`src/rtl/alu_pkg.sv`:
```
// Shared constants for the ALU issue stage: opcodes, instruction fields,
// register-file geometry and the result-slot state encoding.
package alu_pkg;
    localparam int OP_W     = 3;
    localparam int RA_W     = 2;
    localparam int INSTR_W  = 9;
    localparam int OPC_LSB  = 6;
    localparam int DST_LSB  = 4;
    localparam int SRCA_LSB = 2;
    localparam int SRCB_LSB = 0;
    localparam int NUM_REGS = 4;
    localparam int REG_W    = 4;
    localparam int RES_W    = 8;

    localparam logic [OP_W-1:0] OP_ADD  = 3'd0;
    localparam logic [OP_W-1:0] OP_SUB  = 3'd1;
    localparam logic [OP_W-1:0] OP_MUL  = 3'd2;
    localparam logic [OP_W-1:0] OP_AND  = 3'd3;
    localparam logic [OP_W-1:0] OP_OR   = 3'd4;
    localparam logic [OP_W-1:0] OP_NAND = 3'd5;
    localparam logic [OP_W-1:0] OP_NOR  = 3'd6;
    localparam logic [OP_W-1:0] OP_XOR  = 3'd7;

    typedef enum logic {
        S_EMPTY = 1'b0,
        S_FULL  = 1'b1
    } slot_state_t;

    // Only the arithmetic ops carry a meaningful carry flag.
    function automatic logic op_has_carry(input logic [OP_W-1:0] op);
        return (op == OP_ADD) || (op == OP_SUB);
    endfunction
endpackage

```
`src/rtl/alu_instr_fifo.sv`:
```
// Synchronous instruction FIFO; pointers wrap naturally at DEPTH (power of 2).
module alu_instr_fifo
    import alu_pkg::*;
#(
    parameter int DEPTH = 4
) (
    input  logic                       clk,
    input  logic                       rst,
    input  logic                       i_push,
    input  logic [INSTR_W-1:0]         i_din,
    input  logic                       i_pop,
    output logic [INSTR_W-1:0]         o_head,
    output logic [$clog2(DEPTH):0]     o_count,
    output logic                       o_full,
    output logic                       o_empty
);
    localparam int AW = $clog2(DEPTH);
    localparam logic [AW:0] CNT_DEPTH = (AW+1)'(DEPTH);

    logic [INSTR_W-1:0] r_mem [DEPTH];
    logic [AW-1:0]      r_wr_ptr;
    logic [AW-1:0]      r_rd_ptr;
    logic [AW:0]        r_count;
    logic               w_push;
    logic               w_pop;

    assign o_full  = (r_count == CNT_DEPTH);
    assign o_empty = (r_count == '0);
    assign o_count = r_count;
    assign o_head  = r_mem[r_rd_ptr];
    assign w_push  = i_push && !o_full;
    assign w_pop   = i_pop && !o_empty;

    // Storage needs no reset: entries are only read once counted valid.
    always_ff @(posedge clk) begin
        if (w_push) r_mem[r_wr_ptr] <= i_din;
    end

    // Pointer and occupancy tracking; simultaneous push/pop leaves count alone.
    always_ff @(posedge clk or posedge rst) begin
        if (rst) begin
            r_wr_ptr <= '0;
            r_rd_ptr <= '0;
            r_count  <= '0;
        end else begin
            if (w_push) r_wr_ptr <= r_wr_ptr + 1'b1;
            if (w_pop)  r_rd_ptr <= r_rd_ptr + 1'b1;
            case ({w_push, w_pop})
                2'b10:   r_count <= r_count + 1'b1;
                2'b01:   r_count <= r_count - 1'b1;
                default: r_count <= r_count;
            endcase
        end
    end
endmodule

```
`src/rtl/alu_op_sequencer.sv`:
```
// Issue stage: buffers instructions, drives the combinational ALU from the
// register file, captures its result into a one-entry slot and writes back.
module alu_op_sequencer
    import alu_pkg::*;
#(
    parameter int DEPTH = 4
) (
    input  logic                clk,
    input  logic                rst,
    input  logic                instr_valid,
    output logic                instr_ready,
    input  logic [INSTR_W-1:0]  instr,
    input  logic                ld_en,
    input  logic [RA_W-1:0]     ld_addr,
    input  logic [REG_W-1:0]    ld_data,
    output logic [OP_W-1:0]     alu_code,
    output logic [REG_W-1:0]    alu_a,
    output logic [REG_W-1:0]    alu_b,
    input  logic [RES_W-1:0]    alu_result,
    input  logic                alu_flag_c,
    output logic                res_valid,
    input  logic                res_ready,
    output logic [RES_W-1:0]    res_data,
    output logic                res_flag_c,
    output logic [RA_W-1:0]     res_dst,
    output logic [7:0]          retired
);
    localparam int AW = $clog2(DEPTH);
    localparam logic [AW:0] CNT_DEPTH = (AW+1)'(DEPTH);

    logic [INSTR_W-1:0] w_head;
    logic [AW:0]        w_count;
    logic               w_full;
    logic               w_empty;
    logic               w_push;
    logic               w_exec;
    logic [OP_W-1:0]    w_op;
    logic [RA_W-1:0]    w_dst;
    logic [RA_W-1:0]    w_srca;
    logic [RA_W-1:0]    w_srcb;

    logic [REG_W-1:0]   r_regs [NUM_REGS];
    slot_state_t        r_state;
    slot_state_t        w_state_nxt;
    logic [RES_W-1:0]   r_res_data;
    logic               r_res_flag_c;
    logic [RA_W-1:0]    r_res_dst;
    logic [7:0]         r_retired;

    assign instr_ready = (w_count < CNT_DEPTH);
    // Ready is just "not full"; gate with the FIFO's own flag.
    assign w_push      = instr_valid && !w_full;
    assign res_valid   = (r_state == S_FULL);
    assign w_exec      = !w_empty && (!res_valid || res_ready);

    assign w_op   = w_head[OPC_LSB  +: OP_W];
    assign w_dst  = w_head[DST_LSB  +: RA_W];
    assign w_srca = w_head[SRCA_LSB +: RA_W];
    assign w_srcb = w_head[SRCB_LSB +: RA_W];

    assign res_data   = r_res_data;
    assign res_flag_c = r_res_flag_c;
    assign res_dst    = r_res_dst;
    assign retired    = r_retired;

    alu_instr_fifo #(.DEPTH(DEPTH)) u_fifo (
        .clk     (clk),
        .rst     (rst),
        .i_push  (w_push),
        .i_din   (instr),
        .i_pop   (w_exec),
        .o_head  (w_head),
        .o_count (w_count),
        .o_full  (w_full),
        .o_empty (w_empty)
    );

    // ALU drive: head instruction during an exec cycle, zeros otherwise.
    always_comb begin
        alu_code = '0;
        alu_a    = '0;
        alu_b    = '0;
        if (w_exec) begin
            alu_code = w_op;
            alu_a    = r_regs[w_srca];
            alu_b    = r_regs[w_srcb];
        end
    end

    // Slot state register.
    always_ff @(posedge clk or posedge rst) begin
        if (rst) r_state <= S_EMPTY;
        else     r_state <= w_state_nxt;
    end

    // Slot next state: fill on exec, drain when consumed with nothing new.
    always_comb begin
        w_state_nxt = r_state;
        case (r_state)
            S_EMPTY: if (w_exec) w_state_nxt = S_FULL;
            S_FULL:  if (w_exec) w_state_nxt = S_FULL;
                     else if (res_ready) w_state_nxt = S_EMPTY;
            default: w_state_nxt = S_EMPTY;
        endcase
    end

    // Result capture and retire count; held untouched while backpressured.
    always_ff @(posedge clk or posedge rst) begin
        if (rst) begin
            r_res_data   <= '0;
            r_res_flag_c <= 1'b0;
            r_res_dst    <= '0;
            r_retired    <= '0;
        end else if (w_exec) begin
            r_res_data   <= alu_result;
            r_res_flag_c <= op_has_carry(w_op) ? alu_flag_c : 1'b0;
            r_res_dst    <= w_dst;
            r_retired    <= r_retired + 8'd1;
        end
    end

    // Register file: direct load takes priority over a same-edge writeback.
    always_ff @(posedge clk or posedge rst) begin
        if (rst) begin
            for (int i = 0; i < NUM_REGS; i++) r_regs[i] <= '0;
        end else begin
            for (int i = 0; i < NUM_REGS; i++) begin
                if (ld_en && (ld_addr == RA_W'(i)))
                    r_regs[i] <= ld_data;
                else if (w_exec && (w_dst == RA_W'(i)))
                    r_regs[i] <= alu_result[REG_W-1:0];
            end
        end
    end
endmodule
```
`config.mk`:
```
export PLATFORM = sky130hd
export DESIGN_NAME = alu_op_sequencer
export DESIGN_NICKNAME = d
export VERILOG_FILES = /design/src/rtl/alu_pkg.sv /design/src/rtl/alu_instr_fifo.sv /design/src/rtl/alu_op_sequencer.sv
export SDC_FILE = /design/constraint.sdc
export NUM_CORES = 1
export LEC_CHECK = 0
export CORE_AREA = 2 2 99 101
export DETAILED_ROUTE_END_ITERATION = 10
export DIE_AREA = 0 0 101 103
export MAX_ROUTING_LAYER = met4
export SYNTH_ARGS = -nofsm -noshare
export SYNTH_HDL_FRONTEND = slang
export SYNTH_SLANG_ARGS = --single-unit
```
`constraint.sdc`:
```
create_clock -name clk -period 6.7 [get_ports clk]
set_input_delay 1.34 -clock clk [delete_from_list [all_inputs] [get_ports clk]]
set_output_delay 1.34 -clock clk [all_outputs]
set_load 0.02 [all_outputs]
```
==> flow_results.xml, run 1 <==
<?xml version="1.0" encoding="UTF-8"?>
<metrics>
  <group name="clock_tree">
    <metric name="post_cts_resized" unit="">0</metric>
    <metric name="clk_path_buf_depth" unit="">2</metric>
    <metric name="cts.repair_timing.setup_buffer_count" unit="">0</metric>
    <metric name="clk_pin_slew" unit="ns">0.09</metric>
    <metric name="cts_tree" unit="">built</metric>
    <metric name="postCtsHoldBufs" unit="">0</metric>
    <metric name="tritoncts_num_sinks" unit="">79</metric>
    <metric name="worstSkewPairLatency" unit="ns">0.34</metric>
    <metric name="cts_inserted_buffers" unit="">9</metric>
    <metric name="htreeDepth" unit="">3</metric>
    <metric name="cts_root_buf" unit="">clkbuf_8</metric>
  </group>
  <group name="final_layout">
    <metric name="finalNetCount" unit="">356</metric>
    <metric name="fraction_of_final_layout_cells_sized_beyond_drive_strength_1" unit="%">10.77</metric>
    <metric name="diodes" unit="">0</metric>
    <metric name="area.growth.synth_to_final" unit="%">24.77</metric>
    <metric name="final_area" unit="mm²">0.004506</metric>
  </group>
  <group name="setup_path">
    <metric name="worstSetupPathType" unit="">input port to output pin</metric>
    <metric name="crit_path_max_fanout" unit="">8</metric>
    <metric name="worst_path_largest_cell_delay" unit="ns">0.64</metric>
    <metric name="critical_path_buffers_and_inverters" unit="">2</metric>
    <metric name="critical-path-top-cell-by-count" unit="">clkdlybuf4s50_1</metric>
    <metric name="cp-end-kind" unit="">output pin</metric>
    <metric name="worst-endpoint-required" unit="ns">5.36</metric>
    <metric name="critical_path.startpoint_type" unit="">input port</metric>
    <metric name="crit_arrival" unit="ns">3.37</metric>
    <metric name="crit_path_slowest_cell" unit="">nor2b_1</metric>
    <metric name="cp_cell_sequence" unit="">clkdlybuf4s50_1 -&gt; nor2b_1 -&gt; nor2_2 -&gt; nand2_1 -&gt; o22ai_1 -&gt; clkdlybuf4s50_1</metric>
    <metric name="crit_family" unit="">buffers and inverters</metric>
  </group>
  <group name="timing">
    <metric name="finalSetupViolCount" unit="">0</metric>
    <metric name="grt_setup_unrepaired" unit="">false</metric>
    <metric name="timing.final.max_slew_violations" unit="">0</metric>
    <metric name="setup_total_negative_slack" unit="ns">0</metric>
    <metric name="layout_worst_path_cycle_share" unit="%">70.37</metric>
    <metric name="slew-limit-headroom" unit="%">45.72</metric>
    <metric name="max_slew.worst_pin.slew" unit="ns">0.8125</metric>
    <metric name="period_minus_slack" unit="ns">4.715</metric>
    <metric name="finClkSkew" unit="ns">0.009623</metric>
    <metric name="hold_violations" unit="">0</metric>
    <metric name="fmax" unit="MHz">212.1</metric>
  </group>
  <group name="power_and_ir_drop">
    <metric name="finalPower" unit="µW">2083</metric>
    <metric name="cellLeakagePower" unit="µW">0.001760</metric>
    <metric name="vdd_ir_drop_max" unit="µV">194.0</metric>
    <metric name="cellPowerDensity" unit="mW/mm²">462.3</metric>
  </group>
  <group name="floorplanning">
    <metric name="ioPinCount" unit="">61</metric>
    <metric name="floorplan.die_area" unit="mm²">0.01040</metric>
    <metric name="core.rowCount" unit="">36</metric>
    <metric name="floorplan.initialDensity" unit="%">38.17</metric>
    <metric name="die_y" unit="µm">103</metric>
    <metric name="fp.dieW" unit="µm">101</metric>
    <metric name="placeableCoreArea" unit="mm²">0.009459</metric>
  </group>
  <group name="drt">
    <metric name="drtAntennaViolNets" unit="">0</metric>
    <metric name="routed_wirelength" unit="mm">7.110</metric>
    <metric name="vias_per_cell" unit="">5.150</metric>
    <metric name="dr.pass1.iters" unit="">4</metric>
    <metric name="drc_errors" unit="">0</metric>
    <metric name="via_count" unit="">2261</metric>
    <metric name="drt_iter0_drc" unit="">72</metric>
    <metric name="routed_length_per_placed_instance" unit="µm">16.20</metric>
  </group>
  <group name="synth">
    <metric name="synth-edff-count" unit="">36</metric>
    <metric name="mappedNetlistArea" unit="mm²">0.003611</metric>
    <metric name="synthesis.nets" unit="">292</metric>
    <metric name="yosys.area.top_type_share" unit="%">29.94</metric>
    <metric name="ys_top_cells_by_area" unit="">edfxtp_1, dfrtp_1, mux2i_1</metric>
    <metric name="synth.distinct_cells" unit="">39</metric>
    <metric name="synth-seq-area-share" unit="%">59.74</metric>
    <metric name="ys_seq_elements" unit="">79</metric>
    <metric name="synth_largest_area_cell" unit="">edfxtp_1</metric>
    <metric name="synth_top_flop_cell" unit="">dfrtp_1</metric>
    <metric name="yosys_warn_count" unit="">0</metric>
    <metric name="asyncSetResetFlopFracSynth" unit="%">54.43</metric>
    <metric name="postSynthCellCount" unit="">256</metric>
    <metric name="syn_area_cell" unit="µm²">14.11</metric>
  </group>
  <group name="flow_run">
    <metric name="max_cap_viols" unit="">0</metric>
  </group>
  <group name="run_status">
    <metric name="outcome" unit="">completed</metric>
  </group>
  <group name="placed_design">
    <metric name="detailed_place_hpwl" unit="mm">5.194</metric>
    <metric name="finalWeightedCongestion" unit="">0.8066</metric>
    <metric name="placedInstanceArea" unit="mm²">0.004324</metric>
    <metric name="port_buffers" unit="">60</metric>
  </group>
  <group name="grt">
    <metric name="grt_pass1_wl" unit="mm">11.41</metric>
    <metric name="grt_pass1_vias" unit="">2255</metric>
    <metric name="global_route.overflow_total" unit="">0</metric>
    <metric name="pin_count_of_the_biggest_net_entering_global_routing" unit="">44</metric>
    <metric name="groute.usage.overall" unit="%">15.15</metric>
    <metric name="antenna_found_initial" unit="">0</metric>
  </group>
  <group name="worst_hold_path">
    <metric name="timing.hold.worst.class" unit="">register to register</metric>
  </group>
</metrics>
[sequential cells by signal (all words and copies together) (netlist names)]
register	cells
u_fifo.o_count	3
retired	8
res_flag_c	1
r_regs	16
res_dst	2
res_valid	1
u_fifo.r_mem	36
res_data	8
u_fifo.r_rd_ptr	2
u_fifo.r_wr_ptr	2
[metal layers]
| layer | vias to the layer above | wire length (µm) | global-route usage, % |
|---|---|---|---|
| li1 | 1088 | - | - |
| met1 | 1118 | 3166 | 18.51 |
| met2 | 51 | 3607 | 24.97 |
| met3 | 4 | 291 | 4.475 |
| met4 | 0 | 44 | 3.638 |
| met5 | - | 0 | - |
[Yosys cell counts, types with 2 or more instances]
| master | number |
|---|---|
| buf_2 | 2 |
| o21ai_0 | 6 |
| nand3_1 | 5 |
| a31oi_1 | 4 |
| inv_1 | 9 |
| xnor2_1 | 10 |
| edfxtp_1 | 36 |
| nand4_1 | 5 |
| mux2i_1 | 29 |
| or3_1 | 3 |
| nand2_1 | 8 |
| and3_1 | 4 |
| a21oi_1 | 12 |
| o22ai_1 | 8 |
| nor2_1 | 18 |
| xor2_1 | 3 |
| mux4_1 | 8 |
| ha_1 | 6 |
| nand3b_1 | 2 |
| and2_1 | 4 |
| clkbuf_1 | 4 |
| dfrtp_1 | 43 |
| mux2_2 | 11 |
[report_power, final]
part           total [µW]  switching (µW)  internal [µW]
registers             809             131            678
logic                 957             483            474
clock network         317             171            146
[cell families (layout without fill, tap and decap cells)]
family,Yosys count,after routing,share of synthesized area [%]
AND/OR/NAND/NOR,58,58,9.286
flip-flops,79,79,59.74
adder cells (fa/ha/maj),7,7,2.633
multiplexers,49,49,17.91
buffers and inverters,18,87,2.252
AO/OA/AOI/OAI,32,32,5.024
XOR/XNOR,13,13,3.153
[layout by cell type, fill, tap and decap left out, types with 10 or more instances in the layout]
cell type        count
clkdlybuf4s50_1     60
dfrtp_1             43
a21oi_1             12
xnor2_1             10
clkbuf_8            10
nor2_1              17
mux2_2              11
edfxtp_1            36
mux2i_1             29
[path summary, 6_finish.rpt]
path	startpoint	to	slack, ns	depth (start not counted)
max in group asynchronous	rst	res_data[3]	4.88	3
min reg2reg	retired[7]	retired[7]	0.48	1
max reg2reg	u_fifo.r_rd_ptr[0]	r_regs[6]	4.19	4
min in group asynchronous	rst	retired[7]	1.42	3
min	retired[7]	retired[7]	0.48	1
max	res_ready	alu_a[3]	1.99	6
[final cells by class]
type                            count  area [µm²]
Fill cell                         850        4954
Sequential cell                    79        2157
Multi-Input combinational cell    159        1375
Timing Repair Buffer               62       615.6
Tap cell                          114       142.6
Clock buffer                       10       137.6
Clock inverter                      6       43.79
Inverter                            9       33.78
[through the flow]
stage | utilization [%] | cells | worst slack (ns) | hold slack [ns]
2_1_floorplan | - | 256 | 2.828 | 0.5171
3_3_place_gp | 45.71 | 423 | 2.016 | 0.4621
3_5_place_dp | 45.71 | 423 | 1.987 | 0.4650
4_1_cts | 47.63 | 439 | 1.982 | 0.4822
5_1_grt | 47.63 | 439 | 1.817 | 0.4962
6_report | 47.63 | 439 | 1.985 | 0.4796
Power figures use the tool's default switching activity.
==> run 2, diff against run 1 <==
- clock period: 6.7 -> 4.5 ns (I/O delays scaled with it)
==> flow_results.xml, run 2 (same netlist as run 1, synthesis figures left out) <==
<?xml version="1.0" encoding="UTF-8"?>
<metrics>
  <group name="setup_path">
    <metric name="cp_cell_sequence" unit="">mux4_1 -&gt; mux2i_1 -&gt; o22ai_1 -&gt; clkdlybuf4s50_1</metric>
    <metric name="crit_path_max_fanout" unit="">11</metric>
    <metric name="worst_path_largest_cell_delay" unit="ns">0.89</metric>
    <metric name="crit_family" unit="">multiplexers</metric>
    <metric name="crit_arrival" unit="ns">2.96</metric>
    <metric name="cp-end-kind" unit="">output pin</metric>
    <metric name="critical_path_buffers_and_inverters" unit="">1</metric>
    <metric name="worstSetupPathType" unit="">register to output pin</metric>
    <metric name="crit_path_slowest_cell" unit="">mux4_1</metric>
    <metric name="worst-endpoint-required" unit="ns">3.60</metric>
    <metric name="critical_path.startpoint_type" unit="">register</metric>
  </group>
  <group name="drt">
    <metric name="drc_errors" unit="">0</metric>
    <metric name="routed_wirelength" unit="mm">7.220</metric>
    <metric name="routed_length_per_placed_instance" unit="µm">16.41</metric>
    <metric name="drtAntennaViolNets" unit="">0</metric>
    <metric name="vias_per_cell" unit="">5.130</metric>
    <metric name="via_count" unit="">2257</metric>
    <metric name="dr.pass1.iters" unit="">4</metric>
    <metric name="drt_iter0_drc" unit="">75</metric>
  </group>
  <group name="power_and_ir_drop">
    <metric name="cellPowerDensity" unit="mW/mm²">694.8</metric>
    <metric name="cellLeakagePower" unit="µW">0.001766</metric>
    <metric name="vdd_ir_drop_max" unit="µV">195.5</metric>
  </group>
  <group name="flow_run">
    <metric name="max_cap_viols" unit="">0</metric>
  </group>
  <group name="final_layout">
    <metric name="top_register" unit="">u_fifo.r_mem</metric>
    <metric name="diodes" unit="">0</metric>
    <metric name="finalNetCount" unit="">357</metric>
    <metric name="largestRegisters" unit="">u_fifo.r_mem x36, r_regs x16</metric>
    <metric name="largest_register_ff_count" unit="">36</metric>
    <metric name="final_area" unit="mm²">0.004529</metric>
    <metric name="area.growth.synth_to_final" unit="%">25.43</metric>
    <metric name="final_common_cell" unit="">clkdlybuf4s50_1</metric>
    <metric name="instances_no_fill" unit="">440</metric>
    <metric name="commonest_cells_after_routing_fill_and_taps_aside" unit="">clkdlybuf4s50_1, dfrtp_1, edfxtp_1</metric>
    <metric name="finish.utilization" unit="%">47.88</metric>
    <metric name="fraction_of_final_layout_cells_sized_beyond_drive_strength_1" unit="%">11.35</metric>
  </group>
  <group name="run_status">
    <metric name="outcome" unit="">completed</metric>
  </group>
  <group name="timing">
    <metric name="slew-limit-headroom" unit="%">48.18</metric>
    <metric name="finalSetupViolCount" unit="">0</metric>
    <metric name="finClkSkew" unit="ns">0.01447</metric>
    <metric name="setup_total_negative_slack" unit="ns">0</metric>
    <metric name="max_slew.worst_pin.slew" unit="ns">0.7731</metric>
    <metric name="period_minus_slack" unit="ns">3.865</metric>
    <metric name="timing.final.max_slew_violations" unit="">0</metric>
    <metric name="grt_setup_unrepaired" unit="">false</metric>
    <metric name="fmax" unit="MHz">258.8</metric>
    <metric name="layout_worst_path_cycle_share" unit="%">85.88</metric>
    <metric name="hold_violations" unit="">0</metric>
    <metric name="setup_ws" unit="ns">0.6354</metric>
  </group>
  <group name="clock_tree">
    <metric name="cts_tree" unit="">built</metric>
    <metric name="worstSkewPairLatency" unit="ns">0.35</metric>
    <metric name="tritoncts_num_sinks" unit="">79</metric>
    <metric name="htreeDepth" unit="">3</metric>
    <metric name="post_cts_resized" unit="">0</metric>
    <metric name="cts_inserted_buffers" unit="">9</metric>
    <metric name="clk_pin_slew" unit="ns">0.08</metric>
    <metric name="cts_root_buf" unit="">clkbuf_8</metric>
    <metric name="cts.repair_timing.setup_buffer_count" unit="">0</metric>
    <metric name="clk_path_buf_depth" unit="">2</metric>
    <metric name="postCtsHoldBufs" unit="">0</metric>
  </group>
  <group name="grt">
    <metric name="antenna_found_initial" unit="">0</metric>
    <metric name="grt_pass1_vias" unit="">2261</metric>
    <metric name="groute.usage.overall" unit="%">15.11</metric>
    <metric name="grt_pass1_wl" unit="mm">11.36</metric>
    <metric name="pin_count_of_the_biggest_net_entering_global_routing" unit="">44</metric>
    <metric name="global_route.overflow_total" unit="">0</metric>
  </group>
  <group name="placed_design">
    <metric name="pre_cts_worst_setup_slack" unit="ns">0.8108</metric>
    <metric name="finalWeightedCongestion" unit="">0.8058</metric>
    <metric name="port_buffers" unit="">60</metric>
    <metric name="placedInstanceArea" unit="mm²">0.004332</metric>
    <metric name="detailed_place_hpwl" unit="mm">5.168</metric>
    <metric name="placedCellCount" unit="">424</metric>
  </group>
  <group name="floorplanning">
    <metric name="ioPinCount" unit="">61</metric>
    <metric name="placeableCoreArea" unit="mm²">0.009459</metric>
    <metric name="die_y" unit="µm">103</metric>
    <metric name="floorplan.initialDensity" unit="%">38.17</metric>
    <metric name="fp.dieW" unit="µm">101</metric>
    <metric name="floorplan.die_area" unit="mm²">0.01040</metric>
    <metric name="core.rowCount" unit="">36</metric>
  </group>
  <group name="worst_hold_path">
    <metric name="timing.hold.worst.class" unit="">register to register</metric>
  </group>
</metrics>
-- run 2: changes by cell type in the layout (fill, tap and decap cells not counted), sizes merged --
cell	before	now
inv	9	8
clkinv	6	5
clkbuf	10	9
bufinv	0	1
buf	2	3
clkinvlp	0	2
-- run 2: path summary, 6_finish.rpt --
check                                     end  cells past startpoint          startpoint  slack [ns]
min in group asynchronous          retired[7]                      3                 rst        0.99
setup reg to reg                    r_regs[6]                      4  u_fifo.r_rd_ptr[0]        1.95
hold reg to reg                    retired[7]                      1          retired[7]        0.48
max in group asynchronous  u_fifo.r_rd_ptr[0]                      3                 rst        3.11
setup / recovery                     alu_a[1]                      4  u_fifo.r_rd_ptr[0]        0.64
hold / removal                     retired[7]                      1          retired[7]        0.48
-- run 2: report_power, final --
part	switching (µW)	total [µW]	internal, µW	leakage, µW
Sequential	191	1200	1010	0.000832
Combinational	720	1430	707	0.000839
Clock	262	519	256	0.0000953
Total	1170	3150	1970	0.00177
-- run 2: metrics by stage --
step | power (µW) | hold WS, ns
after floorplan | 2138 | 0.5171
after detailed placement | 2663 | 0.4656
final | 3147 | 0.4777
after global placement | 2638 | 0.4631
after global routing | 3354 | 0.4906
after CTS | 3190 | 0.4807
-- run 2: final cells by class --
class | count | area, µm²
repair buffers | 63 | 623.1
multi-input cells | 159 | 1375
fillers | 868 | 4930
clock inverters | 7 | 73.82
flip-flops and latches | 79 | 2157
clock buffers | 9 | 123.9
inverters | 9 | 33.78
well taps | 114 | 142.6
-- run 2: metal layers --
metal	global-route usage [%]	share of wire [%]	vias up
met3	2.644	3.8	10
met2	25.33	51	44
met5	-	0	-
met4	5.925	1.4	0
li1	-	-	1091
met1	18.32	44	1112
